`src/rtl/seg_pkg.sv`:
```
// Shared constants for the 7-segment scan driver:
// display codes, segment bit masks and the code-to-glyph table.
package seg_pkg;

  typedef enum logic [3:0] {
    C_0     = 4'h0,
    C_1     = 4'h1,
    C_2     = 4'h2,
    C_3     = 4'h3,
    C_4     = 4'h4,
    C_5     = 4'h5,
    C_6     = 4'h6,
    C_7     = 4'h7,
    C_8     = 4'h8,
    C_9     = 4'h9,
    C_E     = 4'hA,
    C_H     = 4'hB,
    C_L     = 4'hC,
    C_F     = 4'hD,
    C_DASH  = 4'hE,
    C_BLANK = 4'hF
  } code_e;

  localparam logic [7:0] SEG_A  = 8'h01;
  localparam logic [7:0] SEG_B  = 8'h02;
  localparam logic [7:0] SEG_C  = 8'h04;
  localparam logic [7:0] SEG_D  = 8'h08;
  localparam logic [7:0] SEG_E  = 8'h10;
  localparam logic [7:0] SEG_F  = 8'h20;
  localparam logic [7:0] SEG_G  = 8'h40;
  localparam logic [7:0] SEG_DP = 8'h80;

  // Active-high {G,F,E,D,C,B,A}; entry 0 in the low bits.
  localparam logic [15:0][6:0] GLYPH_TAB = {
    7'h00, 7'h40, 7'h71, 7'h38,
    7'h76, 7'h79, 7'h6F, 7'h7F,
    7'h07, 7'h7D, 7'h6D, 7'h66,
    7'h4F, 7'h5B, 7'h06, 7'h3F
  };

endpackage

```
`src/rtl/seg_glyph.sv`:
```
// Combinational code-to-segment lookup, active-high,
// with digit blanking and decimal point.
module seg_glyph
  import seg_pkg::*;
(
  input  logic [3:0] code,
  input  logic       blank,
  input  logic       dp,
  output logic [7:0] seg
);

  always_comb begin
    seg = '0;
    if (!blank) seg[6:0] = GLYPH_TAB[code];
    if (dp) seg = seg | SEG_DP;
  end

endmodule

```
`src/rtl/seg_scan_driver.sv`:
```
// Multiplexed 7-segment scan driver with shadowed message,
// leading-zero blanking and whole-display blink.
module seg_scan_driver
  import seg_pkg::*;
#(
  parameter int DIGITS     = 4,
  parameter int CLK_DIV    = 1000,
  parameter int BLINK_DIV  = 256,
  parameter int ACTIVE_LOW = 1,
  parameter int LZB        = 1
) (
  input  logic                clk,
  input  logic                rst_n,
  input  logic [4*DIGITS-1:0] msg,
  input  logic [DIGITS-1:0]   dp_mask,
  input  logic                noti,
  input  logic                blink_en,
  output logic [7:0]          seg,
  output logic [DIGITS-1:0]   dig_sel,
  output logic                frame_done
);

  localparam int CW = $clog2(CLK_DIV);
  localparam int IW = $clog2(DIGITS);
  localparam int BW = $clog2(2*BLINK_DIV);

  localparam logic [CW-1:0] CNT_MAX  = CW'(CLK_DIV-1);
  localparam logic [IW-1:0] IDX_MAX  = IW'(DIGITS-1);
  localparam logic [BW-1:0] BLK_MAX  = BW'(2*BLINK_DIV-1);
  localparam logic [BW-1:0] BLK_HALF = BW'(BLINK_DIV);

  localparam logic [7:0] SEG_OFF =
    (ACTIVE_LOW != 0) ? 8'hFF : 8'h00;
  localparam logic [DIGITS-1:0] DIG_OFF =
    (ACTIVE_LOW != 0) ? {DIGITS{1'b1}} : {DIGITS{1'b0}};

  logic [2:0]          sync_q, sync_d;
  logic [4*DIGITS-1:0] msg_q, msg_d;
  logic [DIGITS-1:0]   dp_q, dp_d;
  logic [CW-1:0]       cnt_q, cnt_d;
  logic [IW-1:0]       idx_q, idx_d;
  logic                vld_q, vld_d;
  logic [BW-1:0]       blk_q, blk_d;
  logic                off_q, off_d;
  logic [7:0]          seg_q, seg_d;
  logic [DIGITS-1:0]   dig_q, dig_d;
  logic                frame_q, frame_d;

  logic              load, adv, wrap;
  logic              upd, blank_d;
  logic [DIGITS:0]   lz;
  logic [3:0]        cur_code;
  logic              cur_dp, cur_blank;
  logic [DIGITS-1:0] oh;
  logic [7:0]        glyph;

  always_comb begin
    sync_d = {sync_q[1:0], noti};
    load   = sync_q[1] & ~sync_q[2];
    msg_d  = load ? msg : msg_q;
    dp_d   = load ? dp_mask : dp_q;

    adv   = (cnt_q == CNT_MAX);
    cnt_d = adv ? '0 : cnt_q + 1'b1;
    wrap  = adv && vld_q && (idx_q == IDX_MAX);
    vld_d = vld_q | adv;

    // First advance after reset selects digit 0 itself.
    idx_d = idx_q;
    if (wrap) idx_d = '0;
    else if (adv && vld_q) idx_d = idx_q + 1'b1;
    frame_d = wrap;

    blk_d = blk_q;
    if (!blink_en) blk_d = '0;
    else if (wrap)
      blk_d = (blk_q == BLK_MAX) ? '0 : blk_q + 1'b1;
    blank_d = blink_en && (blk_d >= BLK_HALF);

    upd   = adv | (off_q & ~blink_en);
    off_d = upd ? blank_d : off_q;
  end

  always_comb begin
    lz[DIGITS] = 1'b1;
    for (int i = DIGITS-1; i >= 0; i--)
      lz[i] = lz[i+1] && (msg_q[4*i +: 4] == C_0);
    cur_code  = C_BLANK;
    cur_dp    = 1'b0;
    cur_blank = 1'b0;
    oh        = '0;
    for (int i = 0; i < DIGITS; i++) begin
      if (idx_d == IW'(i)) begin
        cur_code  = msg_q[4*i +: 4];
        cur_dp    = dp_q[i];
        cur_blank = (LZB != 0) && (i != 0) && lz[i];
        oh[i]     = 1'b1;
      end
    end
  end

  seg_glyph u_glyph (
    .code  (cur_code),
    .blank (cur_blank),
    .dp    (cur_dp),
    .seg   (glyph)
  );

  always_comb begin
    seg_d = seg_q;
    dig_d = dig_q;
    if (upd) begin
      seg_d = blank_d ? SEG_OFF : glyph ^ SEG_OFF;
      dig_d = blank_d ? DIG_OFF : oh ^ DIG_OFF;
    end
  end

  always_ff @(posedge clk or negedge rst_n) begin
    if (!rst_n) begin
      sync_q  <= '0;
      msg_q   <= {DIGITS{C_BLANK}};
      dp_q    <= '0;
      cnt_q   <= '0;
      idx_q   <= '0;
      vld_q   <= 1'b0;
      blk_q   <= '0;
      off_q   <= 1'b0;
      seg_q   <= SEG_OFF;
      dig_q   <= DIG_OFF;
      frame_q <= 1'b0;
    end else begin
      sync_q  <= sync_d;
      msg_q   <= msg_d;
      dp_q    <= dp_d;
      cnt_q   <= cnt_d;
      idx_q   <= idx_d;
      vld_q   <= vld_d;
      blk_q   <= blk_d;
      off_q   <= off_d;
      seg_q   <= seg_d;
      dig_q   <= dig_d;
      frame_q <= frame_d;
    end
  end

  assign seg        = seg_q;
  assign dig_sel    = dig_q;
  assign frame_done = frame_q;

endmodule

```
`config.mk`:
```
export PLATFORM = sky130hd
export DESIGN_NAME = seg_scan_driver
export DESIGN_NICKNAME = d
export VERILOG_FILES = /design/src/rtl/seg_pkg.sv /design/src/rtl/seg_glyph.sv /design/src/rtl/seg_scan_driver.sv
export SDC_FILE = /design/constraint.sdc
export NUM_CORES = 1
export LEC_CHECK = 0
export CAP_MARGIN = 0
export CORE_ASPECT_RATIO = 0.6
export CORE_MARGIN = 8
export CORE_UTILIZATION = 55
export CTS_BUF_LIST = sky130_fd_sc_hd__clkbuf_8 sky130_fd_sc_hd__clkbuf_16
export CTS_CLUSTER_SIZE = 14
export DETAILED_ROUTE_END_ITERATION = 10
export GPL_ROUTABILITY_DRIVEN = 0
export PLACE_DENSITY = 0.83
export SYNTH_ARGS = -nofsm -noshare
export SYNTH_HDL_FRONTEND = slang
export SYNTH_SLANG_ARGS = --single-unit
```
`constraint.sdc`:
```
create_clock -name clk -period 3.8 [get_ports clk]
set_input_delay 0.38 -clock clk [delete_from_list [all_inputs] [get_ports clk]]
set_output_delay 0.38 -clock clk [all_outputs]
set_load 0.1 [all_outputs]
```
# After elaboration in Yosys (flattened, before gate mapping)
# Memories as Yosys holds them, arrays and structs flattened.
# Index checks and enable logic that the tools add are counted.
[word_totals] reg_bits=59 mem_bits_ro=112 inputBits=24 output_inout_bits=13 n_memories=1
[op_classes] add_sub_neg=3 order_cmp=2 n_eq_ne=6 mux=26 bitwise_logic=8 n_reduce_logical=9
[mem_list] memory="(name not given)" words=16 word_bits=7 rd=1 rd_clocked_by_memory_dff=0 write_ports=0 line_no="seg_glyph.sv:14" source="if (!blank) seg[6:0] = GLYPH_TAB[code];"
[op_table] op="two-way mux 9 bit" count=3
[op_table] op="two-way mux 4 bit" count=5
[op_table] op="two-way mux 8 bit" count=2
[op_table] op="two-way mux 7 bit" count=2
[op_table] op="zero test 4 bit" count=3
[op_table] op="two-way mux 1 bit" count=11
[op_table] op="adder 10 x 1 -> 10 bit, second input constant" count=1
[op_table] op="equality test 10 bit, second input constant" count=1
[op_table] op="two-way mux 10 bit" count=1
[op_table] op="adder 9 x 1 -> 9 bit, second input constant" count=1
[op_table] op="equality test 9 bit, second input constant" count=1
[op_table] op="greater-or-equal comparator 9 bit, second input constant" count=1
[op_table] op="NOT 8 bit" count=1
[op_table] op="equality test 2 bit, second input constant" count=3
[op_table] op="logical AND 1 bit" count=5
[op_table] op="< comparator 4 x 5 -> 1 bit, second input constant" count=1
[op_table] op="two-way mux 2 bit" count=2
[op_table] op="NOT 4 bit" count=1
[op_table] op="adder 2 x 1 -> 2 bit, second input constant" count=1
[op_table] op="AND 1 bit" count=2
[op_table] op="equality test 2 x 1 -> 1 bit, second input constant" count=1
[op_table] op="zero test 2 bit" count=1
[op_table] op="NOT 1 bit" count=2
[op_table] op="OR 1 bit" count=2

# Longest topological paths before layout
[depth] ltp_word=15 depth_mapped=12 depth_no_buf=12

# Hierarchy
# A second synthesis with hierarchy kept.
[hier_totals] cells_unflattened=279 area_unflattened_um2=3088.0
[modules_own_cells] module="seg_scan_driver" n_inst=1 cells_per_inst=241 area_each_um2=2813.9 seq_area_each_um2=1511.4
[modules_own_cells] module="seg_glyph" n_inst=1 cells_per_inst=38 area_each_um2=274.0 seq_area_each_um2=0.0

# Worst setup path before layout
# Ideal clock, no wire load.
[synth_path] kind="reg-to-reg" start="register cnt_q[0]" end="register seg_q[3] (netlist: seg[3])" setup_ns=0.073 t_arrival_ns=3.204 required_ns=3.727 slack_ns=0.523 stages_incl_launch_ff=10 path_buffers=0 synth_period_minus_slack_ns=3.277 path_cell_list="dfrtp_1 ha_1 nand4b_4 nor4_4 mux2i_1 clkinv_4 mux2i_1 ha_1 mux4_2 a21oi_1"
[synth_between] elab_chain_cells=15
[synth_lines] item="start: declaration" line_no="seg_scan_driver.sv:40" source="logic [CW-1:0] cnt_q, cnt_d;"
[synth_lines] item="start signal: assignment" line_no="seg_scan_driver.sv:135" source="cnt_q <= cnt_d;"
[synth_lines] item="equality test 10 bit *" line_no="seg_scan_driver.sv:63" source="adv = (cnt_q == CNT_MAX);"
[synth_lines] item="logical AND 1 bit *" line_no="seg_scan_driver.sv:65, seg_scan_driver.sv:71"
[synth_lines] item="two-way mux 2 bit or logical AND 1 bit (tied branches)" line_no="seg_scan_driver.sv:71, seg_scan_driver.sv:65"
[synth_lines] item="two-way mux 2 bit *" line_no="seg_scan_driver.sv:70" source="if (wrap) idx_d = '0;"
[synth_lines] item="via idx_d[0]" line_no="seg_scan_driver.sv:41" source="logic [IW-1:0] idx_q, idx_d;"
[synth_lines] item="zero test 2 bit" line_no="seg_scan_driver.sv:93" source="if (idx_d == IW'(i)) begin"
[synth_lines] item="two-way mux 4 bit (4 in series)" line_no="seg_scan_driver.sv:93"
[synth_lines] item="memory read (16 x 7 bit)"
[synth_lines] item="two-way mux 7 bit (implied by the code)" line_no="seg_glyph.sv:14"
[synth_lines] item="two-way mux 7 bit *" line_no="seg_glyph.sv:14"
[synth_lines] item="two-way mux 8 bit *" line_no="seg_glyph.sv:15" source="if (dp) seg = seg | SEG_DP;"
[synth_lines] item="NOT 8 bit (no line) *"
[synth_lines] item="two-way mux 8 bit *" line_no="seg_scan_driver.sv:113" source="seg_d = blank_d ? SEG_OFF : glyph ^ SEG_OFF;"
[synth_lines] item="end signal: assignment" line_no="seg_scan_driver.sv:140" source="seg_q <= seg_d;"
[synth_lines] item="end: declaration" line_no="seg_scan_driver.sv:45" source="logic [7:0] seg_q, seg_d;"
# Mark *: on every way through the listed nets, which the timed path passes. The rest lies on a longest branch. The select of a mux whose other input is x is not followed.
# A chain may end at the register's enable or synchronous reset.

# Worst setup path in the final report
# Ends and elaborated chain as after synthesis.

==> results_dict.tcl <==
set metrics [dict create \
    cts_setup_buffers 0 \
    routed_wl_mm 5.94 \
    ctsResizeCount 0 \
    cts.sinks 59 \
    cpMaxStageDelayCell "mux2i_1" \
    drtPass1Iterations 5 \
    wl_per_cell_um 15.7 \
    syn_nets 292 \
    synthFlopType "dfrtp_1" \
    cp-start-kind "flop" \
    worst_slack_ns 0.573 \
    required_ns 4.07 \
    yosys.area.top_type_share 0.262 \
    grt_max_degree 60 \
    pre_cts_slack_ns 0.587 \
    status "completed" \
    grt_pass1_vias 2186 \
    synth_edf_count 0 \
    reg2reg_from "cnt_q[0]$_DFF_PN0_" \
    arrival_ns 3.49 \
    criticalPathCategory "flop to flop" \
    cp_top_family "multiplexers" \
    synth_cells 258 \
    worstRegToRegCells 12 \
    drive_gt1_frac 0.253 \
    rsz0062_at_grt "no" \
    skew_ns 0.00859 \
    final-setup-viol-count 0 \
    cts_buffers 9 \
    crit_path_cell_trace "ha_1 > nand4b_4 > nor4_4 > buf_4 > mux2i_1 > buf_4 > clkinv_4 > mux2i_1 > ha_1 > inv_1 > mux4_2 > a21oi_1" \
    min_period_ns 3.23 \
    core.rowCount 20 \
    syn_area_sq_um 2970 \
    area_delta_synth_final_pct 22.6 \
    clock_tree.root_cell "clkbuf_8" \
    synth.area.mux_share 0.171 \
    dieWidth_um 111 \
    fp.dieH_um 72.9 \
    holdBufCountCts 0 \
    clk_path_buf_depth 2 \
    dp_hpwl_mm 4.40 \
    cts_max_level 3 \
    crit_fanout 8 \
    maxCapViolations 0 \
    via_per_inst 5.63 \
    dp.cells 362 \
    ir_worst_vdd_mv 0.678 \
    hp-class "input port to asynchronous set/reset pin" \
    antenna_found_initial 0 \
    power_density_nw_per_um2 574 \
    synth_top_family_by_area "multiplexers" \
    dieArea_sq_um 8070 \
    yosysSeqAreaShare 0.510 \
    critPathBufInv 4 \
    slowest_delay_ns 0.47 \
    io_pins 37 \
    yosys.area.top_type "dfrtp_1" \
    synth_simple_gate_area_frac 0.130 \
    synthXorXnorAreaFrac 0.0325 \
    via_count 2130 \
    grt-ovfl-total 0 \
    synth_area_leaders "dfrtp_1 (26%), dfstp_2 (25%), mux2i_1 (8.8%)" \
    gr-usage-all-layers 0.156 \
    io_buffers 36 \
    drv_slew 0 \
    fin_tns_setup_ns 0 \
    drt_iter0_markers 99 \
    start_util 0.578 \
    drc 0 \
    final_cells 378 \
    slew_headroom 0.337 \
    async_flop_share 1.00 \
    fin_crit_sh 0.849 \
    r2r_setup_slack_ns 0.57 \
    synth_compound_area_frac 0.0878 \
    synth_adder_area_share 0.0422 \
    tightest_slew_ns 0.991 \
    n_antenna_cell 0 \
    fmax_mhz 310 \
    cts_tree "built" \
    ys_types 44 \
    insertion_delay_ns 0.34 \
    hold_violations 0 \
    p_leak_nw 1.56 \
    path_clk_slew_ns 0.06 \
    reg2reg_to "seg[3]$_DFFE_PN1P_" \
    yosys_warnings 0 \
    nNetsFinal 341 \
    cp-startpoint "cnt_q[0]$_DFF_PN0_" \
    postRouteAntennaNets 0 \
    crit_path_end_kind "flop" \
    core_sq_um 5130 \
    grt_pass1_wl_mm 10.3 \
    ys_seq_elements 59 \
    syn_area_per_cell_sq_um 11.5 \
]
==> through the flow <==
stage	total power [mW]	hold slack (ns)	util	instance area [sq um]
after detailed placement	1.56	0.340	0.672	3450
after global routing	2.17	0.238	0.709	3630
after global placement	1.55	0.332	0.672	3450
after floorplan	1.38	0.0844	-	2970
after CTS	2.11	0.195	0.709	3630
final	2.09	0.175	0.709	3630
==> layout by cell type, fill, tap and decap left out, types with 2 or more instances in the layout <==
| cell type | netlist | final |
|---|---|---|
| o41ai_1 | 2 | 2 |
| nor2b_1 | 3 | 3 |
| buf_4 | 0 | 10 |
| clkdlybuf4s50_1 | 0 | 35 |
| mux2_2 | 20 | 20 |
| nand3_1 | 10 | 10 |
| xnor2_1 | 3 | 3 |
| dfstp_2 | 28 | 28 |
| nor2_1 | 26 | 26 |
| a21o_1 | 2 | 2 |
| o21a_1 | 2 | 2 |
| nand2_1 | 18 | 18 |
| inv_1 | 9 | 13 |
| clkbuf_8 | 0 | 10 |
| xor2_1 | 8 | 8 |
| o21ai_0 | 6 | 6 |
| o211ai_1 | 2 | 2 |
| dfrtp_1 | 31 | 31 |
| nand4_1 | 3 | 3 |
| o31a_1 | 2 | 2 |
| or3_1 | 2 | 2 |
| o22a_1 | 2 | 2 |
| a21oi_1 | 10 | 10 |
| nor4_1 | 2 | 2 |
| clkinv_2 | 1 | 2 |
| ha_1 | 10 | 10 |
| o32a_1 | 4 | 4 |
| a31oi_1 | 3 | 3 |
| mux2i_1 | 26 | 26 |
==> per-layer routing <==
metal / share of wire / global-route usage
met1: 0.48 / 0.191
met2: 0.44 / 0.240
met3: 0.063 / 0.0632
met4: 0.020 / 0.0655
met5: 0 / 0
==> power by group <==
group | switching, mW | total, mW | internal [mW] | leakage (nW)
registers | 0.0596 | 0.829 | 0.769 | 0.697
clock network | 0.231 | 0.540 | 0.310 | 0.111
logic | 0.512 | 0.718 | 0.206 | 0.747
==> cell families after synthesis <==
kind of cell               Yosys count
xor gates and xnor gates            11
AOI/OAI and AO/OA                   38
buffers and inverters               19
and+or+nand+nor                     74
DFF                                 59
adders and majority gates           10
muxes                               47
==> registers in the layout (all words and copies together) (netlist names) <==
name,cells
frame_done,1
off_q,1
dp_q,4
cnt_q,10
dig_sel,4
vld_q,1
msg_q,16
seg,8
sync_q,3
idx_q,2
blk_q,9
==> final cells by class <==
class | count | area (sq um)
sequential | 59 | 1510
multi-input combinational | 180 | 1380
tap | 66 | 82.6
inverter | 11 | 47.5
clock inverter | 6 | 50.0
fill | 389 | 1500
clock buffer | 10 | 138
timing repair buffer | 46 | 430
==> how the worst max path moves through the flow <==
stage,slack [ns],endpoint,cells past startpoint
2_1_floorplan,0.52,seg[3]$_DFFE_PN1P_,9
3_3_place_gp,0.73,seg[3]$_DFFE_PN1P_,11
3_5_place_dp,0.59,seg[3]$_DFFE_PN1P_,11
4_1_cts,0.58,seg[3]$_DFFE_PN1P_,12
5_1_grt,0.33,seg[3]$_DFFE_PN1P_,12
6_report,0.57,seg[3]$_DFFE_PN1P_,12
==> cells in the mapped netlist (3+ instances only) <==
cell	instances
a21oi_1	10
a31oi_1	3
clkbuf_1	6
dfrtp_1	31
dfstp_2	28
ha_1	10
inv_1	9
mux2_2	20
mux2i_1	26
nand2_1	18
nand3_1	10
nand4_1	3
nor2_1	26
nor2b_1	3
o21ai_0	6
o32a_1	4
xnor2_1	3
xor2_1	8
No activity file was read; power rests on OpenSTA's default activity.
